`src/rtl/cache_pkg.sv`:
```
// Shared constants and state encoding for the cache controller and the line store.
package cache_pkg;

    localparam int unsigned LINE_WORDS = 4;
    localparam int unsigned TAG_W      = 22;
    localparam int unsigned TAG_LSB    = 10;
    localparam int unsigned INDEX_LSB  = 4;
    localparam int unsigned WORD_LSB   = 2;
    localparam int unsigned INDEX_W    = TAG_LSB - INDEX_LSB;
    localparam int unsigned WORD_W     = INDEX_LSB - WORD_LSB;

    typedef enum logic [1:0] {
        S_IDLE = 2'd0,
        S_BACK = 2'd1,
        S_FILL = 2'd2,
        S_WAIT = 2'd3
    } state_e;

endpackage

```
`src/rtl/cache_ctrl.sv`:
```
// Blocking cache controller: serves hits combinationally, runs write-back/refill on a miss.
module cache_ctrl #(
    parameter int unsigned LINE_WORDS = cache_pkg::LINE_WORDS,
    parameter int unsigned TAG_W      = cache_pkg::TAG_W
) (
    input  logic             clk,
    input  logic             rst,
    input  logic             cpu_en_r,
    input  logic             cpu_en_w,
    input  logic [31:0]      cpu_addr,
    input  logic [31:0]      cpu_din,
    output logic [31:0]      cpu_dout,
    output logic             cpu_stall,
    output logic [31:0]      c_addr,
    output logic [31:0]      c_din,
    output logic             c_store,
    output logic             c_edit,
    output logic             c_invalid,
    input  logic             c_hit,
    input  logic             c_valid,
    input  logic             c_dirty,
    input  logic [31:0]      c_dout,
    input  logic [TAG_W-1:0] c_tag,
    output logic             mem_cs,
    output logic             mem_we,
    output logic [31:0]      mem_addr,
    output logic [31:0]      mem_din,
    input  logic [31:0]      mem_dout,
    input  logic             mem_ack
);
    import cache_pkg::*;

    localparam int unsigned CNT_W = $clog2(LINE_WORDS);
    localparam logic [CNT_W-1:0] CNT_LAST = CNT_W'(LINE_WORDS - 1);

    state_e           state_q, state_d;
    logic [CNT_W-1:0] cnt_q, cnt_d;
    logic [31:0]      req_addr_q, req_addr_d;
    logic [TAG_W-1:0] victim_tag_q, victim_tag_d;

    logic        req;
    logic [31:0] back_addr;
    logic [31:0] fill_addr;
    logic        unused_req_low;

    assign req       = cpu_en_r | cpu_en_w;
    assign back_addr = {victim_tag_q, req_addr_q[TAG_LSB-1:INDEX_LSB], cnt_q, {WORD_LSB{1'b0}}};
    assign fill_addr = {req_addr_q[31:INDEX_LSB], cnt_q, {WORD_LSB{1'b0}}};
    assign unused_req_low = ^req_addr_q[INDEX_LSB-1:0];

    always_ff @(posedge clk) begin
        if (rst) begin
            state_q      <= S_IDLE;
            cnt_q        <= '0;
            req_addr_q   <= '0;
            victim_tag_q <= '0;
        end else begin
            state_q      <= state_d;
            cnt_q        <= cnt_d;
            req_addr_q   <= req_addr_d;
            victim_tag_q <= victim_tag_d;
        end
    end

    // Next state and the combinational cache/memory/CPU outputs.
    always_comb begin
        state_d      = state_q;
        cnt_d        = cnt_q;
        req_addr_d   = req_addr_q;
        victim_tag_d = victim_tag_q;
        cpu_dout     = '0;
        cpu_stall    = 1'b0;
        c_addr       = '0;
        c_din        = '0;
        c_store      = 1'b0;
        c_edit       = 1'b0;
        c_invalid    = 1'b0;
        mem_cs       = 1'b0;
        mem_we       = 1'b0;
        mem_addr     = '0;
        mem_din      = '0;

        case (state_q)
            S_IDLE: begin
                c_addr = cpu_addr;
                if (req && c_hit) begin
                    if (cpu_en_w) begin
                        c_edit = 1'b1;
                        c_din  = cpu_din;
                    end else begin
                        cpu_dout = c_dout;
                    end
                end else if (req) begin
                    cpu_stall    = 1'b1;
                    req_addr_d   = cpu_addr;
                    victim_tag_d = c_tag;
                    cnt_d        = '0;
                    state_d      = (c_valid && c_dirty) ? S_BACK : S_FILL;
                end
            end
            S_BACK: begin
                cpu_stall = 1'b1;
                c_addr    = back_addr;
                mem_cs    = 1'b1;
                mem_we    = 1'b1;
                mem_addr  = back_addr;
                mem_din   = c_dout;
                if (mem_ack) begin
                    cnt_d = cnt_q + CNT_W'(1);
                    if (cnt_q == CNT_LAST) begin
                        state_d = S_FILL;
                    end
                end
            end
            S_FILL: begin
                cpu_stall = 1'b1;
                c_addr    = fill_addr;
                mem_cs    = 1'b1;
                mem_addr  = fill_addr;
                if (mem_ack) begin
                    c_store = 1'b1;
                    c_din   = mem_dout;
                    cnt_d   = cnt_q + CNT_W'(1);
                    if (cnt_q == CNT_LAST) begin
                        state_d = S_WAIT;
                    end
                end
            end
            S_WAIT: begin
                cpu_stall = 1'b1;
                state_d   = S_IDLE;
            end
            default: begin
                state_d = S_IDLE;
            end
        endcase

        // Reset silences every output, including the combinational hit path.
        if (rst) begin
            cpu_dout  = '0;
            cpu_stall = 1'b0;
            c_addr    = '0;
            c_din     = '0;
            c_store   = 1'b0;
            c_edit    = 1'b0;
            mem_cs    = 1'b0;
            mem_we    = 1'b0;
            mem_addr  = '0;
            mem_din   = '0;
        end
    end

endmodule
```
`config.mk`:
```
export PLATFORM = sky130hd
export DESIGN_NAME = cache_ctrl
export DESIGN_NICKNAME = d
export VERILOG_FILES = /design/src/rtl/cache_pkg.sv /design/src/rtl/cache_ctrl.sv
export SDC_FILE = /design/constraint.sdc
export NUM_CORES = 1
export LEC_CHECK = 0
export CORE_AREA = 2 2 125 127
export CTS_CLUSTER_DIAMETER = 80
export CTS_CLUSTER_SIZE = 8
export DETAILED_ROUTE_END_ITERATION = 10
export DIE_AREA = 0 0 127 129
export PLACE_DENSITY = 0.78
export SLEW_MARGIN = 15
export SYNTH_ARGS = -nofsm -noshare
export SYNTH_HDL_FRONTEND = slang
export SYNTH_SLANG_ARGS = --single-unit
```
`constraint.sdc`:
```
create_clock -name clk -period 3.34 [get_ports clk]
set_clock_uncertainty 0.05 [all_clocks]
set_input_delay 0.668 -clock clk [delete_from_list [all_inputs] [get_ports clk]]
set_output_delay 0.668 -clock clk [all_outputs]
set_load 0.01 [all_outputs]
```
==> flow_summary.yaml <==
outcome:
  outcome: "complete, no violations"
synthesis:
  synthesis.area_sq_um: 3860
  synth_compound_area_share_pct: 30.6
  netlist_instances: 555
  synth_xor_area_share_pct: 0
  synth_edf_count: 0
  synth_top_family_by_area: "compound AO/OA/AOI/OAI gates"
  synth.area.top_cells: "dfxtp_1 (28%), and2_1 (12%), a22oi_1 (11%)"
  async_reset_ff_share_pct: 0
  yosys.area_share.simple_pct: 30.3
  synth_top_cell_by_area: "dfxtp_1"
  ys_top_cells_by_count: "a21oi_1 (74), and2_1 (74), nor2_1 (60)"
  synth_seq_area_share_pct: 28.0
  synthFlopType: "dfxtp_1"
  yosys_warnings: 0
  synthMuxAreaShare_pct: 1.07
  synth_seq_cells: 54
  ys_types: 36
  avgSynthCellArea_sq_um: 6.95
  synth_adder_area_share_pct: 2.27
  synth_top_area_share_pct: 28.0
floorplanning:
  boundaryPins: 324
  rows: 45
  die_area_sq_um: 16400
  die_height_um: 129
  initial_core_util_pct: 25.7
  die_x_um: 127
  core-area_sq_um: 15000
power_and_ir_drop:
  p_leak_nw: 2.62
  p_sw_share_pct: 40.8
  ir_drop_v: 0.000235
  switchingPower_mw: 1.30
  total_power_mw: 3.19
  p_int_mw: 1.89
  power_density_nw_per_um2: 433
  seq_power_share_pct: 24.6
  power.share.clock_pct: 16.6
  pwr-share-comb_pct: 58.8
setup_path:
  r2r_slack_ps: 1180
  crit_path_start_kind: "input port"
  r2r_end: "state_q[1]"
  required_ps: 2620
  cp.arrival_ps: 2470
  worst_r2r_path_depth: 6
  path_max_fanout: 26
  critPathCaptureType: "primary output"
  critPathKind: "in -> out"
  regToRegStartpoint: "state_q[0]"
sta:
  drv_slew: 0
  fmax_mhz: 314
  setup_violations: 0
  setup_tns_ps: 0
  final.period_utilization_pct: 95.3
  worstMarginPinSlew_ps: 539
  rsz0062_at_grt: "no"
  hold_violations: 0
  fin_crit_ps: 3180
  relSlewSlack_pct: 64.1
route:
  avgRoutedWirePerCell_um: 16.2
  dr.pass1.iters: 5
  drt_iter0_drc: 226
  vias: 5038
  antenna_left: 0
  drt-total-wl_um: 16700
  route.detailed.drc: 0
  avgViaCountPerCell: 4.90
clock_network:
  cts_tree: "built"
  insertion_delay_ps: 290
  ctsResizeCount: 0
  cts_root_buf: "clkbuf_16"
  cts_hold_buf: 0
  cts_buffer_depth: 2
  h-tree-depth: 2
  clkTransAtPathRegs_ps: 70
  cts_setup_buffers: 0
  cts.sinks: 54
  cts_buffers: 5
placed_design:
  numPortBuffers: 320
  gp_congestion: 0.775
  place_hpwl_um: 12600
  post_dp_cell_area_sq_um: 7220
  placedCellCount: 1020
cells_and_area:
  insertedDiodeCount: 0
  finalNetCount: 1004
  design_area_sq_um: 7370
  fin_cells: 1028
  post-route-util_pct: 49.2
  fillers: 1480
  syn2layout_area_growth_pct: 91.2
  layout-drive-gt1-share_pct: 4.76
global_route:
  antenna_found_initial: 0
  grt_remaining_overflow: 0
  grt_max_degree: 56
  grt_pass1_wl_um: 24500
  grt_usage_pct: 18.2
  grt_pass1_vias: 4600
min_path:
  hold_end: "req_addr_q[16]"
  hold_depth: 2
  hold_path.class: "reg -> reg"
  min_from: "req_addr_q[16]"
flow_run:
  cap_violations: 0
worst max-delay path, stage by stage:
cell	delay (ps)
clkdlybuf4s50_1	590
and3_1	270
buf_12	190
a22oi_1	90
nor2_1	110
clkdlybuf4s50_1	550
registers in the layout, indices dropped and copies added (netlist names):
name / cells
req_addr_q: 28
cnt_q: 2
state_q: 2
victim_tag_q: 22
placed cells by master (no fill, tap or decap), drive strengths merged, types with 5 or more instances in the layout:
| master | Yosys | routed |
|---|---|---|
| buf | 24 | 20 |
| nand3 | 50 | 50 |
| inv | 4 | 5 |
| o21ai | 51 | 51 |
| ha | 7 | 7 |
| and2 | 74 | 74 |
| nor2b | 7 | 7 |
| a22oi | 54 | 54 |
| clkbuf | 40 | 5 |
| clkdlybuf4s50 | 0 | 319 |
| nand2b | 5 | 5 |
| a21oi | 74 | 74 |
| nand2 | 24 | 24 |
| a22o | 7 | 7 |
| dfxtp | 54 | 54 |
| nor2 | 61 | 61 |
routing by layer:
metal	share of wire, %	global-route usage, %	up-vias
li1	-	-	2494
met5	0	0	-
met4	0.62	2.26	0
met2	50	31.8	221
met1	42	23.6	2313
met3	7.1	4.49	10
cells by family (layout without fill, tap and decap cells):
kind of cell | after synthesis | in the layout
buf+inv | 68 | 351
flops | 54 | 54
other cells | 1 | 3
mux | 4 | 4
fa+ha+maj | 7 | 7
simple gates | 228 | 228
compound gates | 193 | 193
stage by stage:
| step | worst slack (ps) | hold WS (ps) |
|---|---|---|
| after detailed placement | 164 | 416 |
| after CTS | 143 | 426 |
| final | 157 | 427 |
| after global placement | 206 | 410 |
| after floorplan | 1010 | 404 |
| after global routing | 61.2 | 448 |
how the worst max path moves through the flow:
stage	start	endpoint	slack [ps]	depth (start not counted)
after floorplan	rst	c_addr[11]	1010	5
after global placement	cpu_en_w	c_din[0]	210	6
after detailed placement	cpu_en_w	c_din[0]	160	6
after CTS	state_q[0]	mem_addr[3]	140	6
after global routing	cpu_en_w	c_din[0]	60	6
final	cpu_en_w	c_din[0]	160	6
power by group through the flow:
stage | combinational (mW) | sequential (mW) | clock, mW
floorplan | 1.04 | 0.785 | 0
global placement | 1.87 | 0.796 | 0
CTS | 1.89 | 0.784 | 0.548
detailed placement | 1.88 | 0.798 | 0
finish | 1.88 | 0.786 | 0.530
global route | 2.04 | 0.799 | 0.570
area by class of cell:
type                    instances  area [sq um]  area share [%]
multi-input cells             435          2500            33.9
inverters                       4          15.0           0.204
flip-flops and latches         54          1080            14.7
well taps                     188           235            3.19
clock inverters                 3          23.8           0.322
clock buffers                   5           125            1.70
repair buffers                339          3390            46.0
(Power assumes the default switching activity.)
